==> config.mk <==
export PLATFORM = sky130hd
export DESIGN_NAME = store_lane_aligner
export DESIGN_NICKNAME = d
export VERILOG_FILES = /design/src/rtl/store_lane_aligner.sv
export SDC_FILE = /design/constraint.sdc
export NUM_CORES = 1
export LEC_CHECK = 0
export CORE_MARGIN = 10
export CORE_UTILIZATION = 27
export DETAILED_ROUTE_END_ITERATION = 8
export SYNTH_ARGS = -nofsm -noshare
export SYNTH_HDL_FRONTEND = slang
export SYNTH_SLANG_ARGS = --single-unit
==> constraint.sdc <==
create_clock -name clk -period 7.53 [get_ports clk]
set_input_delay 1.8825 -clock clk [delete_from_list [all_inputs] [get_ports clk]]
set_output_delay 1.8825 -clock clk [all_outputs]
set_load 0.01 [all_outputs]
==> src/rtl/store_lane_aligner.sv <==
// Store-path aligner: turns {addr, right-justified data, size} into lane-aligned
// DW-bit write beats with byte strobes; boundary-crossing stores become two beats
// or an error pulse. Ports: req_* (valid/ready in), mem_* (registered valid/ready out),
// err_valid/err_addr (reject report), busy (state != IDLE).
// Latency: accept at edge N -> beat/error visible in cycle N+1; outputs held under backpressure.
module store_lane_aligner #(
    parameter int DW       = 32,
    parameter int AW       = 32,
    parameter bit SPLIT_EN = 1'b1
) (
    input  logic            clk,
    input  logic            rst,
    input  logic            req_valid,
    output logic            req_ready,
    input  logic [AW-1:0]   req_addr,
    input  logic [DW-1:0]   req_data,
    input  logic [1:0]      req_size,
    output logic            mem_valid,
    input  logic            mem_ready,
    output logic [AW-1:0]   mem_addr,
    output logic [DW-1:0]   mem_wdata,
    output logic [DW/8-1:0] mem_we,
    output logic            err_valid,
    output logic [AW-1:0]   err_addr,
    output logic            busy
);
    localparam int NB = DW / 8;
    localparam int OB = $clog2(NB);

    typedef enum logic [1:0] {IDLE, BEAT0, BEAT1, ERR} state_t;
    state_t state, state_nxt;

    logic [OB-1:0]   off;
    logic [31:0]     nbytes;
    logic [NB-1:0]   bmask;
    logic [DW-1:0]   dmask;
    logic [2*DW-1:0] ext;
    logic [2*NB-1:0] s;
    logic [AW-1:0]   base;
    logic            split;
    logic            illegal;
    logic            accept;
    logic            hs;

    // Second beat is computed at accept time and parked here until beat0 retires.
    logic [AW-1:0]   b1_addr;
    logic [DW-1:0]   b1_data;
    logic [NB-1:0]   b1_we;
    logic            split_q;

    assign req_ready = (state == IDLE) && !rst;
    assign busy      = (state != IDLE);
    assign err_valid = (state == ERR);
    assign accept    = req_valid && req_ready;
    assign hs        = mem_valid && mem_ready;

    always_comb begin
        bmask  = '0;
        dmask  = '0;
        off    = req_addr[OB-1:0];
        nbytes = 32'd1 << req_size;
        // Keep only the low nbytes of the store data so unstrobed lanes stay zero.
        for (int i = 0; i < NB; i++) begin
            bmask[i]       = (i < nbytes);
            dmask[8*i +: 8] = bmask[i] ? req_data[8*i +: 8] : 8'h00;
        end
        // Double-width vectors: the upper half is whatever spills into the next word.
        ext     = {{DW{1'b0}}, dmask} << {off, 3'b000};
        s       = {{NB{1'b0}}, bmask} << off;
        base    = {req_addr[AW-1:OB], {OB{1'b0}}};
        split   = |s[2*NB-1:NB];
        illegal = (nbytes > NB) || (split && !SPLIT_EN);
    end

    always_ff @(posedge clk or posedge rst) begin
        if (rst) state <= IDLE;
        else     state <= state_nxt;
    end

    always_comb begin
        state_nxt = state;
        case (state)
            IDLE:  if (accept) state_nxt = illegal ? ERR : BEAT0;
            BEAT0: if (hs)     state_nxt = split_q ? BEAT1 : IDLE;
            BEAT1: if (hs)     state_nxt = IDLE;
            ERR:               state_nxt = IDLE;
            default:           state_nxt = IDLE;
        endcase
    end

    always_ff @(posedge clk or posedge rst) begin
        if (rst) begin
            mem_valid <= 1'b0;
            mem_addr  <= '0;
            mem_wdata <= '0;
            mem_we    <= '0;
            err_addr  <= '0;
            b1_addr   <= '0;
            b1_data   <= '0;
            b1_we     <= '0;
            split_q   <= 1'b0;
        end else begin
            case (state)
                IDLE: begin
                    if (accept) begin
                        if (illegal) begin
                            err_addr <= req_addr;
                        end else begin
                            mem_valid <= 1'b1;
                            mem_addr  <= base;
                            mem_wdata <= ext[DW-1:0];
                            mem_we    <= s[NB-1:0];
                            b1_addr   <= base + AW'(NB);  // wraps modulo 2^AW
                            b1_data   <= ext[2*DW-1:DW];
                            b1_we     <= s[2*NB-1:NB];
                            split_q   <= split;
                        end
                    end
                end
                BEAT0: begin
                    if (hs) begin
                        if (split_q) begin
                            mem_addr  <= b1_addr;
                            mem_wdata <= b1_data;
                            mem_we    <= b1_we;
                        end else begin
                            mem_valid <= 1'b0;
                        end
                    end
                end
                BEAT1: begin
                    if (hs) mem_valid <= 1'b0;
                end
                default: ;
            endcase
        end
    end
endmodule

; ---- Word level (Yosys, flattened, before mapping)
; Index checks and enable logic that the tools add are counted.
[word_totals]
inputBits = 70
elab_cells = 74
output_inout_bits = 104
ff_bits = 172
[op_classes]
n_lt_le_gt_ge = 5
shift = 3
mux = 31
add_sub_neg = 1
bitwise_logic = 1
reduce_logical = 14
eq_ne = 9
[op_table]
columns = op, n
row1 = two-way mux 32 bit, 8
row2 = case mux 32 bit (2 select lines), 2
row3 = < comparator 1 x 32 -> 1 bit (first input constant), 2
row4 = < comparator 2 x 32 -> 1 bit (first input constant), 2
row5 = left shift 32 x 5 -> 64 bit, 1
row6 = adder 32 x 3 -> 32 bit (second input constant), 1
row7 = greater-than comparator 32 x 3 -> 1 bit (second input constant), 1
row8 = two-way mux 8 bit, 4
row9 = left shift 1 x 2 -> 32 bit (first input constant), 1
row10 = two-way mux 4 bit, 4
row11 = inequality test 2 bit (second input constant), 6
row12 = two-way mux 2 bit, 5
row13 = AND reduction 3 bit, 3
row14 = case mux 2 bit (4 select lines), 1
row15 = case mux 4 bit (2 select lines), 1
row16 = left shift 4 x 2 -> 8 bit, 1
row17 = AND reduction 6 bit, 1
row18 = two-way mux 1 bit, 5
row19 = AND reduction 5 bit, 1
row20 = equality test 2 bit (second input constant), 2
row21 = nonzero test 2 bit, 2
row22 = OR reduction 4 bit, 1
row23 = logical AND 1 bit, 3
row24 = case mux 1 bit (3 select lines), 1
row25 = 5 further kinds, 5

; ---- Depth between registers and ports, before layout
; Gate-level depths: netlist of the first run.
[logic_depth]
depth_word = 7
depth_mapped = 10
mapped_depth_nobuf = 7

; ---- Worst setup path after synthesis of the first run
; OpenSTA, ideal clock, no wires.
[synth_path]
path_kind = input to register
start = input rst
end = register mem_valid
path_stages = 5
t_arrival_ns = 5.934
setup_slack_ns = 1.468
required_ns = 7.402
path_buffers = 0
setup_time_ns = 0.128
path_cell_list = inv_1 nand2_1 a21oi_1 o211ai_1 mux2i_1
[synth_between]
elab_chain_len = 5
[synth_rtl]
columns = item, line_no
row1 = "start, declared", 12  ; input logic rst,
row2 = zero test 1 bit (no line), --
row3 = logical AND 1 bit, 51  ; assign req_ready = (state == IDLE) && !rst;
row4 = logical AND 1 bit, 54  ; assign accept = req_valid && req_ready;
row5 = inequality test 2 bit (no line), --
row6 = AND reduction 6 bit (no line), --
row7 = "end signal, assigned", 93  ; mem_valid <= 1'b0;
row8 = "end signal, assigned", 109  ; mem_valid <= 1'b1;
row9 = "end signal, assigned", 127  ; mem_valid <= 1'b0;
row10 = "end, declared", 18  ; output logic mem_valid,
; Every way passes these cells.
; A chain may end at the register's enable or synchronous reset.

; ---- Worst setup path in the final report of the first run
[layout_path]
start = input rst
end = output req_ready
[layout_between]
elab_chain_len = 2
[layout_rtl]
columns = item, line_no
row1 = zero test 1 bit (no line), --
row2 = logical AND 1 bit, 51
row3 = "end, declared", 14  ; output logic req_ready,
; Every way passes these cells.

==> results by group, run 1 <==
Pwr
  • Lkg Pwr: 4.31 nW
  • Pwr/cell area: 375 nW/um^2
  • Comb pwr share: 0.396
  • Peak supply drop: 164 uV
  • Share of total power in the clock network: 0.237
  • NetSw: 1.36 mW
  • Int Power: 2.50 mW
  • Switching share of power: 0.353
  • Sequential share of power: 0.368

Route
  • Average detailed-routed wire length per instance: 17.4 microns
  • Number of nets with antenna violations after routing: 0
  • Wirelength, routed: 23.0 mm
  • Vias: 6,170
  • Number of DRC markers in iteration 0: 437
  • Vias/cell: 4.68
  • Number of remaining DRC errors: 0
  • First-pass detailed-route iteration total: 7

Setup path
  • Worst reg-to-reg path cell count: 6
  • Ordered cell list for the critical path: clkdlybuf4s50_1 -> nor2_1 -> clkdlybuf4s50_1
  • Cell family contributing the most delay on the critical path: buffers and inverters
  • Minimum setup slack among reg-to-reg paths: 4.69 ns
  • Crit path DAT: 3.08 ns
  • Stage delay of the slowest cell on the critical path: 0.55 ns
  • Critical path class: in2out
  • CP bufs+invs: 2
  • Critical path startpoint category: input port
  • Worst Setup End Kind: output pin
  • Highest net fanout along the worst path: 3
  • Library cell appearing most often on the critical path: sky130_fd_sc_hd__clkdlybuf4s50_1
  • Standard cell with the maximum stage delay on the critical path: sky130_fd_sc_hd__clkdlybuf4s50_1
  • Source of the worst register-to-register timing path: state[1]$_DFFE_PP0P_
  • Data required time at the worst endpoint: 5.65 ns
  • R2r endpoint: mem_wdata[29]$_DFFE_PP0P_

Synth
  • Fraction of synthesized cell area taken by the top area cell type: 0.523
  • Biggest area consumer among synthesized cells: sky130_fd_sc_hd__dfrtp_1
  • Leading cell types by count after synthesis: sky130_fd_sc_hd__dfrtp_1, sky130_fd_sc_hd__nand2_1, sky130_fd_sc_hd__o21ai_0, sky130_fd_sc_hd__clkbuf_1, sky130_fd_sc_hd__mux2_2
  • Mux cell area share after synthesis: 0.0999
  • Area share of fa/ha/maj cells after synthesis: 0.0115
  • Cell area after synthesis: 7610 sq um
  • Count of cell types in the netlist: 43
  • Simple-Gate Fraction of Synth Area: 0.140
  • Area contributors post-synth: sky130_fd_sc_hd__dfrtp_1, sky130_fd_sc_hd__o21ai_0, sky130_fd_sc_hd__nand2_1, sky130_fd_sc_hd__mux2_2, sky130_fd_sc_hd__mux2i_1
  • Top FF cell, synth: sky130_fd_sc_hd__dfrtp_1
  • Synthesis warning total: 0
  • Dominant combinational cell family by area after synthesis: compound AO/OA/AOI/OAI gates
  • Number of enable flip-flop cells after synthesis: 0
  • Cell count after synthesis: 783
  • Dominant cell by count in the synthesized netlist: sky130_fd_sc_hd__dfrtp_1
  • Avg Cell Area, Syn: 9.72 sq um
  • Sequential area share after synthesis: 0.523
  • Register bit count reported by yosys: 159
  • Post-synth ARST share: 1.00
  • Xor/xnor share of the synthesized area: 0.0322
  • Complex-gate fraction of the synthesized area: 0.159

Worst hold path
  • Class of the worst hold path: reg2reg
  • Worst hold path depth: 2
  • Worst Hold Launch: b1_data[17]$_DFFE_PP0P_
  • Worst Hold Path EP: b1_data[17]$_DFFE_PP0P_

Timing
  • Setup TNS: 0 ns
  • Fmax: 202 MHz
  • Final Hold Viols: 0
  • Setup clock skew after layout: 0.0140 ns
  • Min Clock Period, post-route: 4.96 ns
  • Post-route fraction of the period consumed by the critical path: 0.659
  • Pins over their slew limit: 0
  • Tightest Pin Transition: 1.16 ns
  • RSZ-0062 raised after global routing: no
  • Relative max-transition margin: 0.223
  • Final setup vio count: 0

GRT
  • Vias in the first global route: 6,253
  • Total routing resource utilization after global routing: 0.130
  • Initial antenna violation count: 0
  • Gr ovfl total: 0
  • Pin count of the biggest net entering global routing: 104
  • Global-route wire length before repair: 36.5 mm

Floorplan
  • Site Rows: 61
  • Die Y-Extent: 188 microns
  • Horizontal die dimension: 188 microns
  • Core outline area: 27,800 sq um
  • Effective utilization at floorplan: 0.274
  • Number of top-level design ports: 174
  • Die footprint: 35,300 sq um

Clock tree
  • Number of gates resized after CTS: 0
  • Clock tree from TritonCTS: yes
  • Number of H-tree levels: 4
  • Root buffer cell: sky130_fd_sc_hd__clkbuf_16
  • Hold Buf Count CTS: 0
  • Skew-Pair Late Insertion Delay: 0.43 ns
  • TritonCTS sink count: 159
  • Clock edge transition at the registers on the reported setup and hold paths: 0.06 ns
  • Number of buffers inserted by post-CTS setup repair: 0
  • Number of clock buffers inserted by TritonCTS: 17
  • Number of buffers on the longest clock path: 2

Placed design
  • Dpl cell area: 9690 sq um
  • Number of instances in the placed design: 1,285
  • Number of I/O port buffers: 171
  • Placed wire-length estimate after detailed placement: 16.1 mm
  • Final weighted congestion in routability-driven placement: 0.824

Final layout
  • Final antenna diode count: 0
  • Share of post-route cells with drive strength above 1: 0.0990
  • Final std cell area, no fill: 10,300 sq um
  • Number of standard cells in the final layout excluding fillers: 1,317
  • Area growth from synthesis to final layout: 35.2%
  • Net count, final: 1,003

Job
  • Count of maximum capacitance violations: 0

Outcome
  • Status: completed
==> state kept, by name, summed over array words and instances (netlist names) <==
| register | count |
|---|---|
| mem_valid | 1 |
| split_q | 1 |
| b1_we | 3 |
| err_addr | 32 |
| state | 2 |
| mem_addr | 30 |
| mem_wdata | 32 |
| b1_data | 24 |
| mem_we | 4 |
| b1_addr | 30 |
==> how the worst max path moves through the flow <==
stage          startpoint                      end  slack [ns]  cells past startpoint
2_1_floorplan         rst  b1_addr[10]$_DFFE_PP0P_        1.34                      1
3_3_place_gp          rst                req_ready        2.58                      3
3_5_place_dp          rst                req_ready        2.58                      3
4_1_cts               rst                req_ready        2.57                      3
5_1_grt               rst                req_ready        2.51                      3
6_report              rst                req_ready        2.57                      3
==> per-layer routing <==
layer	up-vias	track usage	wire, microns
li1	3015	-	-
met1	2961	0.170	10600
met2	170	0.201	10400
met3	24	0.0358	1470
met4	0	0.0428	397
met5	-	0	0
==> worst min-delay path: stages, from the launching register on <==
cell and delay (ns):
sky130_fd_sc_hd__dfrtp_1 0.34, sky130_fd_sc_hd__nand2_1 0.05, sky130_fd_sc_hd__nand2_1 0.05
==> logic make-up after synthesis <==
family / after synthesis
simple gates: 240
compound gates: 212
flops: 159
mux: 71
buf+inv: 65
xor+xnor: 28
fa+ha+maj: 7
other cells: 1
==> power groups by stage <==
| stage | Sequential (mW) | Combinational [mW] | Clock, mW |
|---|---|---|---|
| floorplan | 1.52 | 0.679 | 0 |
| global placement | 1.43 | 1.55 | 0 |
| detailed placement | 1.44 | 1.57 | 0 |
| CTS | 1.43 | 1.57 | 0.935 |
| global route | 1.47 | 1.71 | 0.976 |
| finish | 1.42 | 1.53 | 0.916 |
==> cell usage in the layout (no fill, tap or decap), types with 3 or more instances in the layout <==
master / n
sky130_fd_sc_hd__a21oi_1: 22
sky130_fd_sc_hd__a22o_1: 16
sky130_fd_sc_hd__a22oi_1: 16
sky130_fd_sc_hd__a32oi_1: 8
sky130_fd_sc_hd__and3_1: 4
sky130_fd_sc_hd__buf_4: 9
sky130_fd_sc_hd__clkbuf_16: 17
sky130_fd_sc_hd__clkdlybuf4s50_1: 171
sky130_fd_sc_hd__dfrtp_1: 159
sky130_fd_sc_hd__ha_1: 6
sky130_fd_sc_hd__inv_1: 7
sky130_fd_sc_hd__inv_6: 7
sky130_fd_sc_hd__inv_8: 3
sky130_fd_sc_hd__mux2_2: 40
sky130_fd_sc_hd__mux2i_1: 31
sky130_fd_sc_hd__nand2_1: 158
sky130_fd_sc_hd__nand3_1: 24
sky130_fd_sc_hd__nand4_1: 7
sky130_fd_sc_hd__nor2_1: 19
sky130_fd_sc_hd__nor2b_1: 10
sky130_fd_sc_hd__nor3_1: 5
sky130_fd_sc_hd__o21a_1: 3
sky130_fd_sc_hd__o21ai_0: 140
sky130_fd_sc_hd__xnor2_1: 10
sky130_fd_sc_hd__xor2_1: 18
==> cell type report <==
type / instances / area, sq um
fill: 2808 / 17500
sequential: 159 / 3980
tap: 378 / 473
timing repair buffer: 180 / 1780
clock inverter: 14 / 165
multi-input combinational: 560 / 3420
clock buffer: 18 / 439
inverter: 8 / 35.0
==> metrics by stage <==
| step | setup slack [ns] | power, mW | util | hold slack (ns) |
|---|---|---|---|---|
| after global placement | 2.58 | 2.98 | 0.349 | 0.443 |
| after global routing | 2.51 | 4.16 | 0.371 | 0.487 |
| after CTS | 2.57 | 3.93 | 0.371 | 0.466 |
| after detailed placement | 2.58 | 3.01 | 0.349 | 0.451 |
| final | 2.57 | 3.86 | 0.371 | 0.462 |
| after floorplan | 1.34 | 2.20 | - | 0.433 |
Note: power is estimated with default switching activity, not from simulation.
==> inputs of run 2 (changes only) <==
==> constraint.sdc (replaced) <==
create_clock -name clk -period 4.1 [get_ports clk]
set_input_delay 1.025 -clock clk [delete_from_list [all_inputs] [get_ports clk]]
set_output_delay 1.025 -clock clk [all_outputs]
set_load 0.01 [all_outputs]
==> results by group, run 2 (synthesis gave the netlist of run 1 again) <==
Final layout
  • Share of post-route cells with drive strength above 1: 0.109 (was 0.0990)
  • Net count, final: 1,014 (was 1,003)
  • Leading registers by flop count: err_addr: 32 flops, mem_wdata: 32 flops (unchanged)
  • FILL cells: 2,859 (was 2,808)
  • Area growth from synthesis to final layout: 36.0% (was 35.2%)
  • Most frequent cells in the layout: sky130_fd_sc_hd__clkdlybuf4s50_1, sky130_fd_sc_hd__dfrtp_1, sky130_fd_sc_hd__nand2_1 (unchanged)
  • Final antenna diode count: 0 (unchanged)
  • Leading cell type in the layout, fill and taps excluded: sky130_fd_sc_hd__clkdlybuf4s50_1 (unchanged)
  • Final std cell area, no fill: 10,400 sq um (was 10,300 sq um)

Setup path
  • Minimum setup slack among reg-to-reg paths: 1.46 ns (was 4.69 ns)
  • Worst reg-to-reg path cell count: 7 (was 6)
  • Source of the worst register-to-register timing path: state[1]$_DFFE_PP0P_ (unchanged)
  • Ordered cell list for the critical path: clkdlybuf4s50_1 -> nor2_1 -> clkdlybuf4s50_1 (unchanged)
  • CP bufs+invs: 2 (unchanged)
  • Worst Setup End Kind: output pin (unchanged)
  • Library cell appearing most often on the critical path: sky130_fd_sc_hd__clkdlybuf4s50_1 (unchanged)
  • Cell family contributing the most delay on the critical path: buffers and inverters (unchanged)
  • Data required time at the worst endpoint: 3.07 ns (was 5.65 ns)
  • Critical path startpoint category: input port (unchanged)
  • Highest net fanout along the worst path: 3 (unchanged)
  • R2r endpoint: mem_wdata[27]$_DFFE_PP0P_ (was mem_wdata[29]$_DFFE_PP0P_)
  • Crit path DAT: 2.18 ns (was 3.08 ns)
  • Stage delay of the slowest cell on the critical path: 0.54 ns (was 0.55 ns)
  • Critical path class: in2out (unchanged)
  • Standard cell with the maximum stage delay on the critical path: sky130_fd_sc_hd__clkdlybuf4s50_1 (unchanged)

Clock tree
  • Number of buffers inserted by post-CTS setup repair: 0 (unchanged)
  • Number of H-tree levels: 4 (unchanged)
  • Clock tree from TritonCTS: yes (unchanged)
  • Number of clock buffers inserted by TritonCTS: 17 (unchanged)
  • TritonCTS sink count: 159 (unchanged)
  • Number of buffers on the longest clock path: 2 (unchanged)
  • Hold Buf Count CTS: 0 (unchanged)
  • Skew-Pair Late Insertion Delay: 0.43 ns (about the same)
  • Root buffer cell: sky130_fd_sc_hd__clkbuf_16 (unchanged)
  • Clock edge transition at the registers on the reported setup and hold paths: 0.07 ns (was 0.06 ns)
  • Number of gates resized after CTS: 0 (unchanged)

Floorplan
  • Horizontal die dimension: 188 microns (unchanged)
  • Die Y-Extent: 188 microns (unchanged)
  • Die footprint: 35,300 sq um (unchanged)
  • Number of top-level design ports: 174 (unchanged)
  • Effective utilization at floorplan: 0.274 (unchanged)
  • Site Rows: 61 (unchanged)
  • Core outline area: 27,800 sq um (unchanged)

GRT
  • Global-route wire length before repair: 37.3 mm (was 36.5 mm)
  • Pin count of the biggest net entering global routing: 160 (was 104)
  • Vias in the first global route: 6,391 (was 6,253)
  • Initial antenna violation count: 0 (unchanged)
  • Gr ovfl total: 0 (unchanged)
  • Total routing resource utilization after global routing: 0.133 (was 0.130)

Timing
  • Post-route fraction of the period consumed by the critical path: 0.782
  • RSZ-0062 raised after global routing: no (unchanged)
  • Relative max-transition margin: 0.386 (was 0.223)
  • Tightest Pin Transition: 0.921 ns (was 1.16 ns)
  • Setup clock skew after layout: 0.00803 ns (was 0.0140 ns)
  • Pins over their slew limit: 0 (unchanged)
  • Final setup vio count: 0 (unchanged)
  • Fmax: 312 MHz
  • Setup TNS: 0 ns (unchanged)
  • Min Clock Period, post-route: 3.21 ns
  • Final Hold Viols: 0 (unchanged)

Pwr
  • Peak supply drop: 283 uV (was 164 uV)
  • Lkg Pwr: 4.34 nW (was 4.31 nW)
  • Pwr/cell area: 674 nW/um^2 (was 375 nW/um^2)

Placed design
  • Dpl cell area: 9800 sq um (was 9690 sq um)
  • Placed wire-length estimate after detailed placement: 16.8 mm (was 16.1 mm)
  • Number of I/O port buffers: 171 (unchanged)
  • Final weighted congestion in routability-driven placement: 0.869 (was 0.824)

Worst hold path
  • Worst hold path depth: 2 (unchanged)
  • Class of the worst hold path: reg2reg (unchanged)
  • Worst Hold Launch: b1_data[22]$_DFFE_PP0P_ (was b1_data[17]$_DFFE_PP0P_)
  • Worst Hold Path EP: b1_data[22]$_DFFE_PP0P_ (was b1_data[17]$_DFFE_PP0P_)

Route
  • First-pass detailed-route iteration total: 5 (was 7)
  • Vias/cell: 4.69 (was 4.68)
  • Number of nets with antenna violations after routing: 0 (unchanged)
  • Number of remaining DRC errors: 0 (unchanged)
  • Average detailed-routed wire length per instance: 17.8 microns (was 17.4 microns)
  • Vias: 6,228 (was 6,170)
  • Number of DRC markers in iteration 0: 415 (was 437)
  • Wirelength, routed: 23.6 mm (was 23.0 mm)

Job
  • Count of maximum capacitance violations: 0 (unchanged)

Outcome
  • Status: completed (unchanged)
run 2: changes by cell type in the layout (fill, tap and decap cells not counted):
cell / change
sky130_fd_sc_hd__buf_4: +9
sky130_fd_sc_hd__clkinv_4: +3
sky130_fd_sc_hd__clkinv_2: +1
sky130_fd_sc_hd__bufinv_16: -2
sky130_fd_sc_hd__inv_6: -3
sky130_fd_sc_hd__clkbuf_8: +1
sky130_fd_sc_hd__buf_12: +2
sky130_fd_sc_hd__inv_8: -2
sky130_fd_sc_hd__clkinvlp_4: +2
run 2: routing by layer:
| metal | routed length [microns] | track usage | vias up |
|---|---|---|---|
| li1 | - | - | 3035 |
| met1 | 10700 | 0.174 | 3005 |
| met2 | 11100 | 0.210 | 177 |
| met3 | 1610 | 0.0417 | 11 |
| met4 | 216 | 0.0326 | 0 |
| met5 | 0 | 0 | - |
run 2: report_power, final:
part	switching, mW	internal [mW]
Clock	0.703	0.820
Sequential	0.368	2.25
Combinational	1.42	1.43
run 2: worst max-delay path by stage:
stage	start	to	cells after the start	slack [ns]
after detailed placement	rst	req_ready	3	0.90
after global routing	state[0]$_DFFE_PP0P_	req_ready	5	0.84
after CTS	rst	req_ready	3	0.89
final	rst	req_ready	3	0.89
after floorplan	rst	mem_valid$_DFFE_PP0P_	5	0.12
after global placement	rst	req_ready	3	0.89
run 2: tightest hold or removal path: stages, from the launching register on:
cell	delay, ns
sky130_fd_sc_hd__dfrtp_1	0.34
sky130_fd_sc_hd__nand2_1	0.05
sky130_fd_sc_hd__nand2_1	0.05
run 2: area by class of cell:
type / instances / area, sq um / share of cell area
Sequential cell: 159 / 3980 / 0.384
Multi-Input combinational cell: 560 / 3420 / 0.331
Timing Repair Buffer: 191 / 1890 / 0.182
Tap cell: 378 / 473 / 0.0457
Clock buffer: 19 / 453 / 0.0437
Clock inverter: 13 / 104 / 0.0100
Inverter: 8 / 33.8 / 0.00326
run 2: per-stage QoR:
step / instances / setup WS, ns / hold WS [ns] / utilization / power (mW)
3_5_place_dp: 1296 / 0.901 / 0.451 / 0.353 / 5.57
2_1_floorplan: 784 / 0.123 / 0.433 / - / 4.04
4_1_cts: 1328 / 0.888 / 0.466 / 0.373 / 7.13
6_report: 1328 / 0.895 / 0.463 / 0.373 / 6.98
5_1_grt: 1328 / 0.845 / 0.488 / 0.373 / 7.53
3_3_place_gp: 1296 / 0.894 / 0.443 / 0.353 / 5.52
==> inputs of run 3 (changes only) <==
==> constraint.sdc (replaced) <==
create_clock -name clk -period 3.2 [get_ports clk]
set_input_delay 0.8 -clock clk [delete_from_list [all_inputs] [get_ports clk]]
set_output_delay 0.8 -clock clk [all_outputs]
set_load 0.01 [all_outputs]
==> results by group, run 3 (synthesis gave the netlist of run 1 again) <==
Route
  • Number of remaining DRC errors: 0 (unchanged)
  • Average detailed-routed wire length per instance: 17.6 microns (was 17.8 microns)
  • Vias: 6,222 (was 6,228)
  • Wirelength, routed: 23.5 mm (was 23.6 mm)
  • Number of nets with antenna violations after routing: 0 (unchanged)
  • Number of DRC markers in iteration 0: 370 (was 415)
  • First-pass detailed-route iteration total: 4 (was 5)
  • Vias/cell: 4.66 (was 4.69)

Setup path
  • CP bufs+invs: 3 (was 2)
  • Worst Setup End Kind: output pin (unchanged)
  • Data required time at the worst endpoint: 2.40 ns (was 3.07 ns)
  • Critical path class: reg2out (was in2out)
  • Cell family contributing the most delay on the critical path: buffers and inverters (unchanged)
  • Highest net fanout along the worst path: 4 (was 3)
  • Standard cell with the maximum stage delay on the critical path: sky130_fd_sc_hd__clkdlybuf4s50_1 (unchanged)
  • Critical path startpoint category: register (was input port)
  • Crit path DAT: 2.02 ns (was 2.18 ns)
  • Library cell appearing most often on the critical path: sky130_fd_sc_hd__inv_1 (was sky130_fd_sc_hd__clkdlybuf4s50_1)
  • Ordered cell list for the critical path: inv_1 -> ha_1 -> inv_1 -> nor2_1 -> clkdlybuf4s50_1 (was clkdlybuf4s50_1 -> nor2_1 -> clkdlybuf4s50_1)
  • Stage delay of the slowest cell on the critical path: 0.55 ns (was 0.54 ns)

Timing
  • Post-route fraction of the period consumed by the critical path: 0.880
  • Tightest Pin Transition: 0.919 ns (was 0.921 ns)
  • Min Clock Period, post-route: 2.82 ns
  • Relative max-transition margin: 0.388 (was 0.386)
  • Final Hold Viols: 0 (unchanged)
  • Final setup vio count: 0 (unchanged)
  • Pins over their slew limit: 0 (unchanged)
  • PnR worst setup slack: 0.383 ns (was 0.895 ns)
  • Setup TNS: 0 ns (unchanged)
  • Setup clock skew after layout: 0.00996 ns (was 0.00803 ns)
  • RSZ-0062 raised after global routing: no (unchanged)
  • Fmax: 355 MHz

Floorplan
  • Core outline area: 27,800 sq um (unchanged)
  • Effective utilization at floorplan: 0.274 (unchanged)
  • Die footprint: 35,300 sq um (unchanged)
  • Site Rows: 61 (unchanged)
  • Number of top-level design ports: 174 (unchanged)
  • Horizontal die dimension: 188 microns (unchanged)
  • Die Y-Extent: 188 microns (unchanged)

Pwr
  • Comb pwr share: 0.405 (was 0.407)
  • Int Power: 5.84 mW (was 4.50 mW)
  • NetSw: 3.19 mW (was 2.49 mW)
  • Switching share of power: 0.353 (was 0.356)
  • Share of total power in the clock network: 0.223 (was 0.218)
  • Lkg Pwr: 4.37 nW (was 4.34 nW)
  • Sequential share of power: 0.371 (was 0.375)
  • Pwr/cell area: 866 nW/um^2 (was 674 nW/um^2)
  • Power consumption: 9.03 mW (was 6.98 mW)
  • Peak supply drop: 381 uV (was 283 uV)

Final layout
  • FILL cells: 2,847 (was 2,859)
  • Leading registers by flop count: err_addr: 32 flops, mem_wdata: 32 flops (unchanged)
  • Share of post-route cells with drive strength above 1: 0.115 (was 0.109)
  • Area of the multi-input gates: 3420 sq um (unchanged)
  • Area growth from synthesis to final layout: 37.0% (was 36.0%)
  • Number of standard cells in the final layout excluding fillers: 1,336 (was 1,328)
  • Final standard cell utilization of the core: 0.375 (was 0.373)
  • Seq. cell area: 3980 sq um (unchanged)
  • Net count, final: 1,022 (was 1,014)
  • Most frequent cells in the layout: sky130_fd_sc_hd__clkdlybuf4s50_1, sky130_fd_sc_hd__dfrtp_1, sky130_fd_sc_hd__nand2_1 (unchanged)
  • Final antenna diode count: 0 (unchanged)
  • Leading cell type in the layout, fill and taps excluded: sky130_fd_sc_hd__clkdlybuf4s50_1 (unchanged)

Clock tree
  • Skew-Pair Late Insertion Delay: 0.43 ns (about the same)
  • Number of gates resized after CTS: 0 (unchanged)
  • Number of buffers on the longest clock path: 2 (unchanged)
  • Clock edge transition at the registers on the reported setup and hold paths: 0.07 ns (about the same)
  • Root buffer cell: sky130_fd_sc_hd__clkbuf_16 (unchanged)
  • Clock tree from TritonCTS: yes (unchanged)
  • Number of H-tree levels: 4 (unchanged)
  • Hold Buf Count CTS: 0 (unchanged)
  • TritonCTS sink count: 159 (unchanged)
  • Number of buffers inserted by post-CTS setup repair: 0 (unchanged)
  • Number of clock buffers inserted by TritonCTS: 17 (unchanged)

GRT
  • Pin count of the biggest net entering global routing: 160 (unchanged)
  • Gr ovfl total: 0 (unchanged)
  • Global-route wire length before repair: 37.3 mm (about the same)
  • Vias in the first global route: 6,491 (was 6,391)
  • Initial antenna violation count: 0 (unchanged)
  • Total routing resource utilization after global routing: 0.133 (about the same)

Job
  • Count of maximum capacitance violations: 0 (unchanged)

Placed design
  • Final weighted congestion in routability-driven placement: 0.859 (was 0.869)
  • Placed wire-length estimate after detailed placement: 17.1 mm (was 16.8 mm)
  • Worst slack at placement: 0.252 ns (was 0.901 ns)
  • Number of I/O port buffers: 171 (unchanged)
  • Number of instances in the placed design: 1,304 (was 1,296)

Outcome
  • Status: completed (unchanged)

Worst hold path
  • Class of the worst hold path: reg2reg (unchanged)
[run 3: cell types whose count changed in the layout (fill, tap and decap cells not counted)]
cell | before | now
sky130_fd_sc_hd__clkinv_2 | 3 | 0
sky130_fd_sc_hd__inv_6 | 4 | 5
sky130_fd_sc_hd__bufinv_16 | 0 | 1
sky130_fd_sc_hd__buf_4 | 18 | 26
sky130_fd_sc_hd__clkbuf_1 | 0 | 2
sky130_fd_sc_hd__clkbuf_8 | 2 | 1
sky130_fd_sc_hd__clkinvlp_4 | 2 | 4
sky130_fd_sc_hd__clkinv_4 | 4 | 2
[run 3: worst reg2reg max path: cells and delay by family, from the launching register on]
| kind | cells | cell delay, ns |
|---|---|---|
| adder cells (fa/ha/maj) | 1 | 0.17 |
| AND/OR/NAND/NOR | 1 | 0.16 |
| buffers and inverters | 3 | 0.89 |
| AO/OA/AOI/OAI | 2 | 0.72 |
| flip-flops | 1 | 0.39 |
[run 3: final timing paths]
kind                                                   to               startpoint  slack [ns]  cells past startpoint
worst max-delay path                            req_ready     state[0]$_DFFE_PP0P_        0.38                      5
max in group asynchronous       mem_wdata[11]$_DFFE_PP0P_                      rst        1.41                      3
worst min register to register    b1_data[20]$_DFFE_PP0P_  b1_data[20]$_DFFE_PP0P_        0.46                      2
worst max register to register   mem_wdata[0]$_DFFE_PP0P_     state[1]$_DFFE_PP0P_        0.75                      7
min in group asynchronous           mem_valid$_DFFE_PP0P_                      rst        1.14                      3
worst min-delay path              b1_data[20]$_DFFE_PP0P_  b1_data[20]$_DFFE_PP0P_        0.46                      2
[run 3: final cells by class]
cell class,count,area share
inverter,8,0.00324
tap,378,0.0454
clock inverter,12,0.0120
timing repair buffer,199,0.187
clock buffer,20,0.0428
multi-input combinational,560,0.328
sequential,159,0.382
[run 3: through the flow]
stage	instance area [sq um]	hold slack, ns
floorplan	7620	0.433
global placement	9860	0.443
detailed placement	9860	0.451
CTS	10400	0.465
global route	10400	0.495
finish	10400	0.462
[run 3: power groups by stage]
stage	combinational, mW	clock [mW]	sequential (mW)
3_3_place_gp	3.72	0	3.37
3_5_place_dp	3.76	0	3.39
5_1_grt	4.09	2.16	3.47
4_1_cts	3.77	2.07	3.37
6_report	3.66	2.02	3.35
2_1_floorplan	1.60	0	3.57
[run 3: metal layers]
metal	global-route usage	vias up	share of wire
met3	0.0421	17	0.072
met5	0	-	0
met4	0.0397	0	0.012
met1	0.172	2978	0.45
met2	0.208	177	0.46
li1	-	3050	-
